[config.mk]
export PLATFORM = sky130hd
export DESIGN_NAME = ol_tx_arbiter
export DESIGN_NICKNAME = d
export VERILOG_FILES = /design/src/rtl/ol_pkg.sv /design/src/rtl/ol_rr_pick.sv /design/src/rtl/ol_tx_arbiter.sv
export SDC_FILE = /design/constraint.sdc
export NUM_CORES = 1
export LEC_CHECK = 0
export BUFFER_PORTS_ARGS = -buffer_cell sky130_fd_sc_hd__buf_2
export CAP_MARGIN = 0
export CELL_PAD_IN_SITES_DETAIL_PLACEMENT = 1
export CELL_PAD_IN_SITES_GLOBAL_PLACEMENT = 2
export CORE_MARGIN = 2
export CORE_UTILIZATION = 28
export CTS_CLUSTER_SIZE = 20
export DETAILED_ROUTE_END_ITERATION = 12
export PLACE_DENSITY_LB_ADDON = 0.1
export SLEW_MARGIN = 20
export SYNTH_ARGS = -nofsm -noshare
export SYNTH_HDL_FRONTEND = slang
export SYNTH_SLANG_ARGS = --single-unit
export TNS_END_PERCENT = 5
[constraint.sdc]
create_clock -name clk -period 4.4 [get_ports clk]
set_clock_uncertainty 0.15 [all_clocks]
set_input_delay 0.22 -clock clk [delete_from_list [all_inputs] [get_ports clk]]
set_output_delay 0.22 -clock clk [all_outputs]
set_load 0.005 [all_outputs]
[src/rtl/ol_pkg.sv]
`default_nettype none
// ============================================================================
//  Module  : ol_pkg
//  Brief   : Shared link constants, packet framer state encoding and helpers.
//  Rev     : 1.0  initial release
// ============================================================================
package ol_pkg;

    typedef enum logic [1:0] {
        ST_IDLE    = 2'd0,
        ST_HEADER  = 2'd1,
        ST_PAYLOAD = 2'd2,
        ST_TRAILER = 2'd3
    } ol_state_e;

    localparam logic [15:0] c_IDLE_WORD    = 16'h50BC;
    localparam logic [3:0]  c_HDR_TAG      = 4'hA;
    localparam logic [1:0]  c_K_IDLE       = 2'b01;
    localparam logic [1:0]  c_K_DATA       = 2'b00;
    localparam logic [15:0] c_TRAILER_WORD = 16'hFFFF;
    localparam int          c_IDX_W        = 3;

    function automatic logic [15:0] ol_hdr_word(
        input logic [3:0]  tag,
        input logic [2:0]  src,
        input logic [7:0]  len
    );
        return {tag, 1'b0, src, len};
    endfunction

endpackage
`default_nettype wire

[src/rtl/ol_rr_pick.sv]
`default_nettype none
// ============================================================================
//  Module  : ol_rr_pick
//  Brief   : Combinational round-robin pick, first set request above the
//            previous winner (with wrap).
//  Rev     : 1.0  initial release
// ============================================================================
module ol_rr_pick
    import ol_pkg::*;
#(
    parameter int NREQ = 4
) (
    input  logic [NREQ-1:0]    i_req,
    input  logic [c_IDX_W-1:0] i_last_winner,
    output logic [c_IDX_W-1:0] o_winner,
    output logic               o_valid
);

    int w_idx;

    // Scan from the farthest offset down so the nearest candidate wins last.
    always_comb begin
        o_winner = '0;
        o_valid  = 1'b0;
        w_idx    = 0;
        for (int k = NREQ; k >= 1; k--) begin
            w_idx = int'(i_last_winner) + k;
            if (w_idx >= NREQ) begin
                w_idx = w_idx - NREQ;
            end
            if (i_req[w_idx]) begin
                o_winner = c_IDX_W'(w_idx);
                o_valid  = 1'b1;
            end
        end
    end

endmodule
`default_nettype wire

[src/rtl/ol_tx_arbiter.sv]
`default_nettype none
// ============================================================================
//  Module  : ol_tx_arbiter
//  Brief   : Round-robin packet framer onto the link (header/payload/trailer).
//            OL_TX_ARB_CHECKSUM_EN: trailer carries XOR of header and payload.
//  Rev     : 1.0  initial release
// ============================================================================
module ol_tx_arbiter
    import ol_pkg::*;
#(
    parameter int          NREQ      = 4,
    parameter logic [15:0] IDLE_WORD = c_IDLE_WORD,
    parameter logic [3:0]  HDR_TAG   = c_HDR_TAG
) (
    input  logic               clk,
    input  logic               rst_n,
    input  logic               link_ready,
    input  logic [NREQ-1:0]    req,
    input  logic [8*NREQ-1:0]  req_len,
    input  logic [16*NREQ-1:0] req_data,
    output logic [NREQ-1:0]    grant,
    output logic [NREQ-1:0]    rd,
    output logic [15:0]        tx_data,
    output logic [1:0]         tx_datak,
    output logic               busy
);

    ol_state_e            r_state;
    ol_state_e            w_next;
    logic [NREQ-1:0]      r_grant,   w_grant_nx;
    logic [NREQ-1:0]      r_rd,      w_rd_nx;
    logic [15:0]          r_tx_data, w_tx_data_nx;
    logic [1:0]           r_tx_datak, w_datak_nx;
    logic                 r_busy;
    logic [c_IDX_W-1:0]   r_last_winner, w_last_nx;
    logic [7:0]           r_len_cnt, w_len_nx;
    logic [7:0]           w_len_dec;
    logic [c_IDX_W-1:0]   w_win;
    logic                 w_win_valid;
    logic [NREQ-1:0]      w_win_oh;
    logic [7:0]           w_win_len;
    logic [15:0]          w_owner_data;
    logic [15:0]          w_trailer;

    ol_rr_pick #(
        .NREQ (NREQ)
    ) u_pick (
        .i_req         (req),
        .i_last_winner (r_last_winner),
        .o_winner      (w_win),
        .o_valid       (w_win_valid)
    );

    assign w_win_oh     = NREQ'(1) << w_win;
    assign w_win_len    = req_len[w_win*8 +: 8];
    assign w_owner_data = req_data[r_last_winner*16 +: 16];
    assign w_len_dec    = r_len_cnt - 8'd1;

`ifdef OL_TX_ARB_CHECKSUM_EN
    logic [15:0] r_csum, w_csum_nx;

    assign w_trailer = r_csum;

    always_comb begin
        w_csum_nx = '0;
        if (r_state == ST_IDLE && w_next == ST_HEADER) begin
            w_csum_nx = w_tx_data_nx;
        end else if (w_next == ST_PAYLOAD) begin
            w_csum_nx = r_csum ^ w_tx_data_nx;
        end else if (w_next == ST_TRAILER) begin
            w_csum_nx = r_csum;
        end
    end

    always_ff @(posedge clk or negedge rst_n) begin
        if (!rst_n) begin
            r_csum <= '0;
        end else begin
            r_csum <= w_csum_nx;
        end
    end
`else
    assign w_trailer = c_TRAILER_WORD;
`endif

    // Outputs are computed for the next state and registered. rd is high in
    // the cycle whose closing edge captures the owner's word, so a show-ahead
    // source can pop on that same edge.
    always_comb begin
        w_next       = r_state;
        w_grant_nx   = r_grant;
        w_rd_nx      = '0;
        w_tx_data_nx = IDLE_WORD;
        w_datak_nx   = c_K_IDLE;
        w_last_nx    = r_last_winner;
        w_len_nx     = r_len_cnt;

        case (r_state)
            ST_IDLE: begin
                w_grant_nx = '0;
                if (link_ready && w_win_valid) begin
                    w_next       = ST_HEADER;
                    w_grant_nx   = w_win_oh;
                    w_last_nx    = w_win;
                    w_len_nx     = w_win_len;
                    w_tx_data_nx = ol_hdr_word(HDR_TAG, w_win, w_win_len);
                    w_datak_nx   = c_K_DATA;
                    w_rd_nx      = (w_win_len != 8'd0) ? w_win_oh : '0;
                end
            end
            ST_HEADER, ST_PAYLOAD: begin
                w_datak_nx = c_K_DATA;
                if (r_len_cnt != 8'd0) begin
                    w_next       = ST_PAYLOAD;
                    w_tx_data_nx = w_owner_data;
                    w_len_nx     = w_len_dec;
                    w_rd_nx      = (w_len_dec != 8'd0) ? r_grant : '0;
                end else begin
                    w_next       = ST_TRAILER;
                    w_tx_data_nx = w_trailer;
                end
            end
            ST_TRAILER: begin
                w_next     = ST_IDLE;
                w_grant_nx = '0;
            end
            default: begin
                w_next     = ST_IDLE;
                w_grant_nx = '0;
            end
        endcase

        // Link loss aborts the packet outright; arbitration history is kept.
        if (r_state != ST_IDLE && !link_ready) begin
            w_next       = ST_IDLE;
            w_grant_nx   = '0;
            w_rd_nx      = '0;
            w_tx_data_nx = IDLE_WORD;
            w_datak_nx   = c_K_IDLE;
            w_len_nx     = '0;
        end
    end

    always_ff @(posedge clk or negedge rst_n) begin
        if (!rst_n) begin
            r_state       <= ST_IDLE;
            r_grant       <= '0;
            r_rd          <= '0;
            r_tx_data     <= IDLE_WORD;
            r_tx_datak    <= c_K_IDLE;
            r_busy        <= 1'b0;
            r_last_winner <= c_IDX_W'(NREQ - 1);
            r_len_cnt     <= '0;
        end else begin
            r_state       <= w_next;
            r_grant       <= w_grant_nx;
            r_rd          <= w_rd_nx;
            r_tx_data     <= w_tx_data_nx;
            r_tx_datak    <= w_datak_nx;
            r_busy        <= (w_next != ST_IDLE);
            r_last_winner <= w_last_nx;
            r_len_cnt     <= w_len_nx;
        end
    end

    assign grant    = r_grant;
    assign rd       = r_rd;
    assign tx_data  = r_tx_data;
    assign tx_datak = r_tx_datak;
    assign busy     = r_busy;

endmodule
`default_nettype wire

# ---- After elaboration in Yosys (flattened, before gate mapping)
# Cells that the tools add are included.
# W data, S select, Z words.
dict set report word_totals {
  register_bits 40
  inputBits 103
}
dict set report classes {
  mux 48
  n_shift 3
  add_sub_neg 9
  n_eq_ne 5
  n_lt_le_gt_ge 8
  n_reduce_logical 14
}
# op count
set ops {}
lappend ops {{$ge A32 B4 Y1 const B} 4}
lappend ops {{$lt A32 B4 Y1 const B} 4}
lappend ops {{$mux W32} 4}
lappend ops {{$sub A32 B4 Y32 const B} 4}
lappend ops {{$shiftx A64 B8 Y16} 1}
lappend ops {{$mux W16} 3}
lappend ops {{$pmux W16 S2} 1}
lappend ops {{$shiftx A32 B7 Y8} 1}
lappend ops {{$mux W4} 7}
lappend ops {{$mux W8} 3}
lappend ops {{$reduce_bool A8 Y1} 3}
lappend ops {{$pmux W4 S2} 2}
lappend ops {{$pmux W8 S2} 1}
lappend ops {{$mux W1} 14}
lappend ops {{$mux W3} 4}
lappend ops {{$add A3 B2 Y4 const B} 2}
lappend ops {{$bmux W1 S2} 4}
lappend ops {{$sub A8 B1 Y8 const B} 1}
lappend ops {{$mux W2} 3}
lappend ops {{$ne A3 B3 Y1 const B} 2}
lappend ops {{$pmux W2 S3} 1}
lappend ops {{$reduce_bool A3 Y1} 2}
lappend ops {{$add A3 B1 Y4 const B} 1}
lappend ops {{$add A3 B3 Y4 const B} 1}
lappend ops {{11 further kinds} 14}

# ---- Depth between registers and ports, before layout
dict set report logic_depth {
  word_depth 16
  mapped_depth 14
}

# ---- By module
# Synthesis repeated with hierarchy kept, for this count alone.
dict set report hier_totals {
  hier_cells 294
  hier_area_um2 2931.6
}
# module area_per_inst_um2 cells_each n_inst
set by_module_without_submodules {}
lappend by_module_without_submodules {ol_tx_arbiter 2508.7 235 1}
lappend by_module_without_submodules {ol_rr_pick 422.9 59 1}

# ---- Worst setup path after synthesis
# OpenSTA, ideal clock, no wires.
dict set report synth_timing {
  path_type {register -> register}
  from {register r_last_winner[0]}
  to {register r_len_cnt[4]}
  setup_slack_ns 1.128
  t_arrival_ns 3.001
  synth_period_minus_slack_ns 3.272
  stages_incl_launch_ff 13
  required_ns 4.129
  path_cell_list {dfstp_2 > buf_6 > inv_1 > ha_1 > buf_2 > mux4_2 > or2_1 > o31a_1 > a21boi_1 > mux2i_1 > buf_4 > nor2_1 > a22o_1}
}
dict set report synth_via {
  elab_chain_len 14
  elab_cells_between_ends 43
  classes_between {add/sub: 8; order compare: 4; eq/ne: 1; shift: 1; mux: 27; reduce/logical: 2}
}
# element line_no
set synth_lines {}
lappend synth_lines {{start: declaration} ol_tx_arbiter.sv:35} ;# logic [c_IDX_W-1:0] r_last_winner, w_last_nx;
lappend synth_lines {{start signal: assignment} ol_tx_arbiter.sv:152} ;# r_last_winner <= c_IDX_W'(NREQ - 1);
lappend synth_lines {{start signal: assignment} ol_tx_arbiter.sv:161} ;# r_last_winner <= w_last_nx;
lappend synth_lines {{$add A3 B3 Y4} ol_rr_pick.sv:27} ;# w_idx = int'(i_last_winner) + k;
lappend synth_lines {{$sub A32 B4 Y32 / $ge A32 B4 Y1 (equally long branches)} {ol_rr_pick.sv:29, ol_rr_pick.sv:28}}
lappend synth_lines {{$mux W32} ol_rr_pick.sv:28} ;# if (w_idx >= NREQ) begin
lappend synth_lines {{$bmux W1 S2} ol_rr_pick.sv:31} ;# if (i_req[w_idx]) begin
lappend synth_lines {{$mux W1 (not written as such) (2 in a row)} ol_rr_pick.sv:31}
lappend synth_lines {{$mux W3 (4 in a row)} ol_rr_pick.sv:31}
lappend synth_lines {{$shiftx A32 B7 Y8} ol_tx_arbiter.sv:55} ;# assign w_win_len = req_len[w_win*8 +: 8];
lappend synth_lines {{$mux W8} ol_tx_arbiter.sv:101} ;# if (link_ready && w_win_valid) begin
lappend synth_lines {{$pmux W8 S2} ol_tx_arbiter.sv:98} ;# case (r_state)
lappend synth_lines {{$mux W8} ol_tx_arbiter.sv:134} ;# if (r_state != ST_IDLE && !link_ready) begin
lappend synth_lines {{end signal: assignment} ol_tx_arbiter.sv:162} ;# r_len_cnt <= w_len_nx;
lappend synth_lines {{end: declaration} ol_tx_arbiter.sv:36} ;# logic [7:0] r_len_cnt, w_len_nx;
# Parallel ways exist; a longest one is shown, timed or not. The select of a mux whose other input is x is not followed.
# A chain may end at the register's enable or synchronous reset.

# ---- Final worst setup path
dict set report layout_timing {
  from {register r_last_winner[0]}
  to {register r_rd[2] (netlist: rd[2])}
}
dict set report layout_via {
  elab_chain_len 16
  elab_cells_between_ends 44
  classes_between {add/sub: 8; order compare: 4; shift: 2; mux: 28; reduce/logical: 2}
}
# element line_no
set layout_lines {}
lappend layout_lines {{$add A3 B3 Y4} ol_rr_pick.sv:27}
lappend layout_lines {{$sub A32 B4 Y32 / $ge A32 B4 Y1 (equally long branches)} {ol_rr_pick.sv:29, ol_rr_pick.sv:28}}
lappend layout_lines {{$mux W32} ol_rr_pick.sv:28}
lappend layout_lines {{$bmux W1 S2} ol_rr_pick.sv:31}
lappend layout_lines {{$mux W1 (not written as such) (2 in a row)} ol_rr_pick.sv:31}
lappend layout_lines {{$mux W3 (4 in a row)} ol_rr_pick.sv:31}
lappend layout_lines {{$shiftx A32 B7 Y8} ol_tx_arbiter.sv:55}
lappend layout_lines {{$reduce_bool A8 Y1} ol_tx_arbiter.sv:108} ;# w_rd_nx = (w_win_len != 8'd0) ? w_win_oh : '0;
lappend layout_lines {{$mux W4} ol_tx_arbiter.sv:108}
lappend layout_lines {{$mux W4 (*)} ol_tx_arbiter.sv:101}
lappend layout_lines {{$pmux W4 S2 (*)} ol_tx_arbiter.sv:98}
lappend layout_lines {{$mux W4 (*)} ol_tx_arbiter.sv:134}
lappend layout_lines {{via w_rd_nx[2]} ol_tx_arbiter.sv:31} ;# logic [NREQ-1:0] r_rd, w_rd_nx;
lappend layout_lines {{end signal: assignment} ol_tx_arbiter.sv:157} ;# r_rd <= w_rd_nx;
lappend layout_lines {{end: declaration} ol_tx_arbiter.sv:31}
# Mark *: on every way through the listed nets, which the timed path passes. The rest lies on a longest branch. The select of a mux whose other input is x is not followed.

==> out/metrics.yaml <==
synthesis:
  ys_seq_area_frac: 0.323
  synth.most_common_cell: "dfrtp_1"
  synth_area_mm2: 0.00306
  avgSynthCellArea_um2: 9.63
  synthTopCellsByCount: "29 x dfrtp_1, 27 x a21oi_1, 24 x o21ai_0"
  ys_types: 59
  synth_edf_count: 0
  async_flop_share: 1.00
  syn_nets: 427
  synth_seq_cells: 39
  yosysWarnings: 0
  netlist_instances: 318
  synth_area_leaders: "dfrtp_1 24%, mux4_2 15%, dfstp_2 8.6%"
  synth_top_area_frac: 0.237
  ys.flop_type: "dfrtp_1"
  yosysTopAreaCell: "dfrtp_1"
route:
  ant_nets: 0
  wire_per_inst_um: 17.6
  vias: 2930
  dr.pass1.iters: 4
  totalWireLength_um: 10200
  route.detailed.drc: 0
  drt-initial-drc-count: 138
  vias_per_cell: 5.05
place:
  port-buffer-count: 128
  dp_hpwl_um: 8080
  post-place-ws_ns: 0.702
  gp_congestion: 0.803
  postPlaceCellArea_mm2: 0.00380
  dp_cells: 571
critical_path:
  cpPeakStageDelay_ns: 0.61
  worst-path-buf-inv: 1
  slowest_stage: "mux4_2"
  crit_path_end_kind: "register"
  critPathKind: "reg -> reg"
  critPathArrivalTime_ns: 3.66
  crit_required_ns: 4.42
  startpoint_type: "register"
  crit_family: "multiplexers"
  timing.rr.end: "rd[2]$_DFF_PN0_"
  rr_worst_depth: 8
  rr_startpoint: "r_last_winner[0]$_DFFE_PN1P_"
  r2r_slack_ns: 0.77
  critPathMaxFanout: 26
  cp_cell_sequence: "buf_4 > mux4_2 > o31ai_2 > or2_1 > mux2i_1 > o22ai_2 > and4bb_1 > a31oi_1"
sta:
  fin_crit_sh: 0.826
  tightest_slew_ns: 0.899
  grt_setup_unrepaired: "no"
  fmax_mhz: 275
  relSlewSlack: 0.401
  setup_viol: 0
  worst_slack_ns: 0.766
  finalHoldWorstSlack_ns: 0.0615
  min_period_ns: 3.63
  tns_ns: 0
  maxSlewViolCount: 0
  hold_violations: 0
worst_hold_path:
  holdCritStartpoint: "link_ready"
  hold_depth: 2
  hold-path-endpoint: "tx_datak[0]$_DFF_PN1_"
  hold_path.class: "in -> reg"
floorplan:
  dieArea_mm2: 0.0118
  chipWidth_um: 109
  rows: 38
  fp.dieH_um: 109
  core-area_mm2: 0.0107
  start_util: 0.285
  ios: 130
final_layout:
  final_cells: 580
  fin_nets: 548
  fill_cells: 1310
  synthToLayoutAreaGrowth_pct: 27.3
  final_area_mm2: 0.00390
  regArea_um2: 988
  drive_gt1_frac: 0.432
  n_antenna_cell: 0
  fin_util: 0.363
  multiInputGateArea_mm2: 0.00190
global_routing:
  grt_pass1_vias: 3110
  grt_max_degree: 40
  grt_overflow: 0
  grt_pass1_wl_um: 16300
  track_usage: 0.180
  grt_antenna_before_repair: 0
clock_network:
  htree_levels: 2
  clock-sinks: 39
  postCtsSetupRepairBufs: 0
  root_buffer: "clkbuf_8"
  cts_made_buffers: 5
  clk_pin_slew_ns: 0.08
  clk_latency_ns: 0.31
  cts_tree: "yes"
  clock_path_buffers: 2
pwr:
  fin_total_pwr_mw: 3.13
  power_density_mw_per_mm2: 802
  vdd_drop_max_mv: 0.228
  leakagePower_nw: 1.84
status:
  status: "finished clean"
job:
  drv_cap: 0
## layout by cell type (no fill, tap or decap), types with 3 or more instances in the layout
cell / netlist / layout
a21o_1: 6 / 6
a21oi_1: 27 / 27
a22o_1: 3 / 3
a31oi_1: 5 / 5
and2_1: 10 / 10
buf_2: 4 / 128
buf_4: 2 / 6
clkbuf_8: 0 / 5
dfrtp_1: 29 / 29
dfstp_2: 10 / 10
ha_1: 6 / 6
inv_1: 14 / 14
mux2i_1: 13 / 13
mux4_2: 20 / 20
nand2_1: 20 / 20
nand2b_1: 3 / 3
nand3_1: 19 / 19
nand3b_1: 3 / 3
nor2_1: 17 / 17
nor3b_1: 5 / 5
o21ai_0: 24 / 24
o21ai_1: 9 / 9
o221ai_1: 4 / 4
o22ai_1: 4 / 4
o22ai_2: 3 / 3
or2_1: 3 / 3
or2_2: 3 / 3
## cell families (layout without fill, tap and decap cells)
logic type | Yosys count | count (layout) | share of synthesized area
and+or+nand+nor | 98 | 98 | 0.176
AOI/OAI and AO/OA | 99 | 99 | 0.204
xor gates and xnor gates | 3 | 3 | 0.00858
buffers and inverters | 35 | 157 | 0.0580
muxes | 37 | 37 | 0.205
adders and majority gates | 6 | 6 | 0.0245
other | 1 | 1 | 0.00122
DFF | 39 | 39 | 0.323
## where the power goes
part           internal, mW  total [mW]  switching, mW
logic                 0.928        2.26           1.33
clock network         0.111       0.252          0.141
registers             0.540       0.615         0.0750
## final cells by class
cell class                 instances  area share
timing repair buffer             135       0.178
inverter                          14      0.0135
clock inverter                     2     0.00321
clock buffer                       6      0.0186
tap                              140      0.0449
multi-input combinational        244       0.488
sequential                        39       0.254
## worst max path at each step
| stage | startpoint | to | cells past startpoint |
|---|---|---|---|
| after floorplan | r_last_winner[0]$_DFFE_PN1P_ | r_len_cnt[4]$_DFFE_PN0P_ | 12 |
| after global routing | r_last_winner[0]$_DFFE_PN1P_ | rd[2]$_DFF_PN0_ | 8 |
| after global placement | r_last_winner[0]$_DFFE_PN1P_ | rd[2]$_DFF_PN0_ | 8 |
| after CTS | r_last_winner[0]$_DFFE_PN1P_ | rd[2]$_DFF_PN0_ | 8 |
| final | r_last_winner[0]$_DFFE_PN1P_ | rd[2]$_DFF_PN0_ | 8 |
| after detailed placement | r_last_winner[0]$_DFFE_PN1P_ | rd[2]$_DFF_PN0_ | 8 |
## state kept, by name, indices dropped and copies added, names as in the netlist
| register | count |
|---|---|
| rd | 4 |
| tx_datak | 1 |
| grant | 4 |
| r_len_cnt | 8 |
| r_state | 2 |
| busy | 1 |
| tx_data | 16 |
| r_last_winner | 3 |
## routing by layer
metal | global-route usage | vias up | part of all wire
met5 | 0 | - | 0
met4 | 0.0357 | 0 | 0.0075
met3 | 0.0338 | 5 | 0.041
met2 | 0.311 | 71 | 0.51
met1 | 0.234 | 1428 | 0.45
li1 | - | 1426 | -
## what timing repair did
item,4_1_cts,5_1_grt
hold buffers,1,0
endpoints found under the setup margin,0,0
hold endpoints to repair,29,0
gates resized for setup,0,0
(Power assumes the default switching activity.)
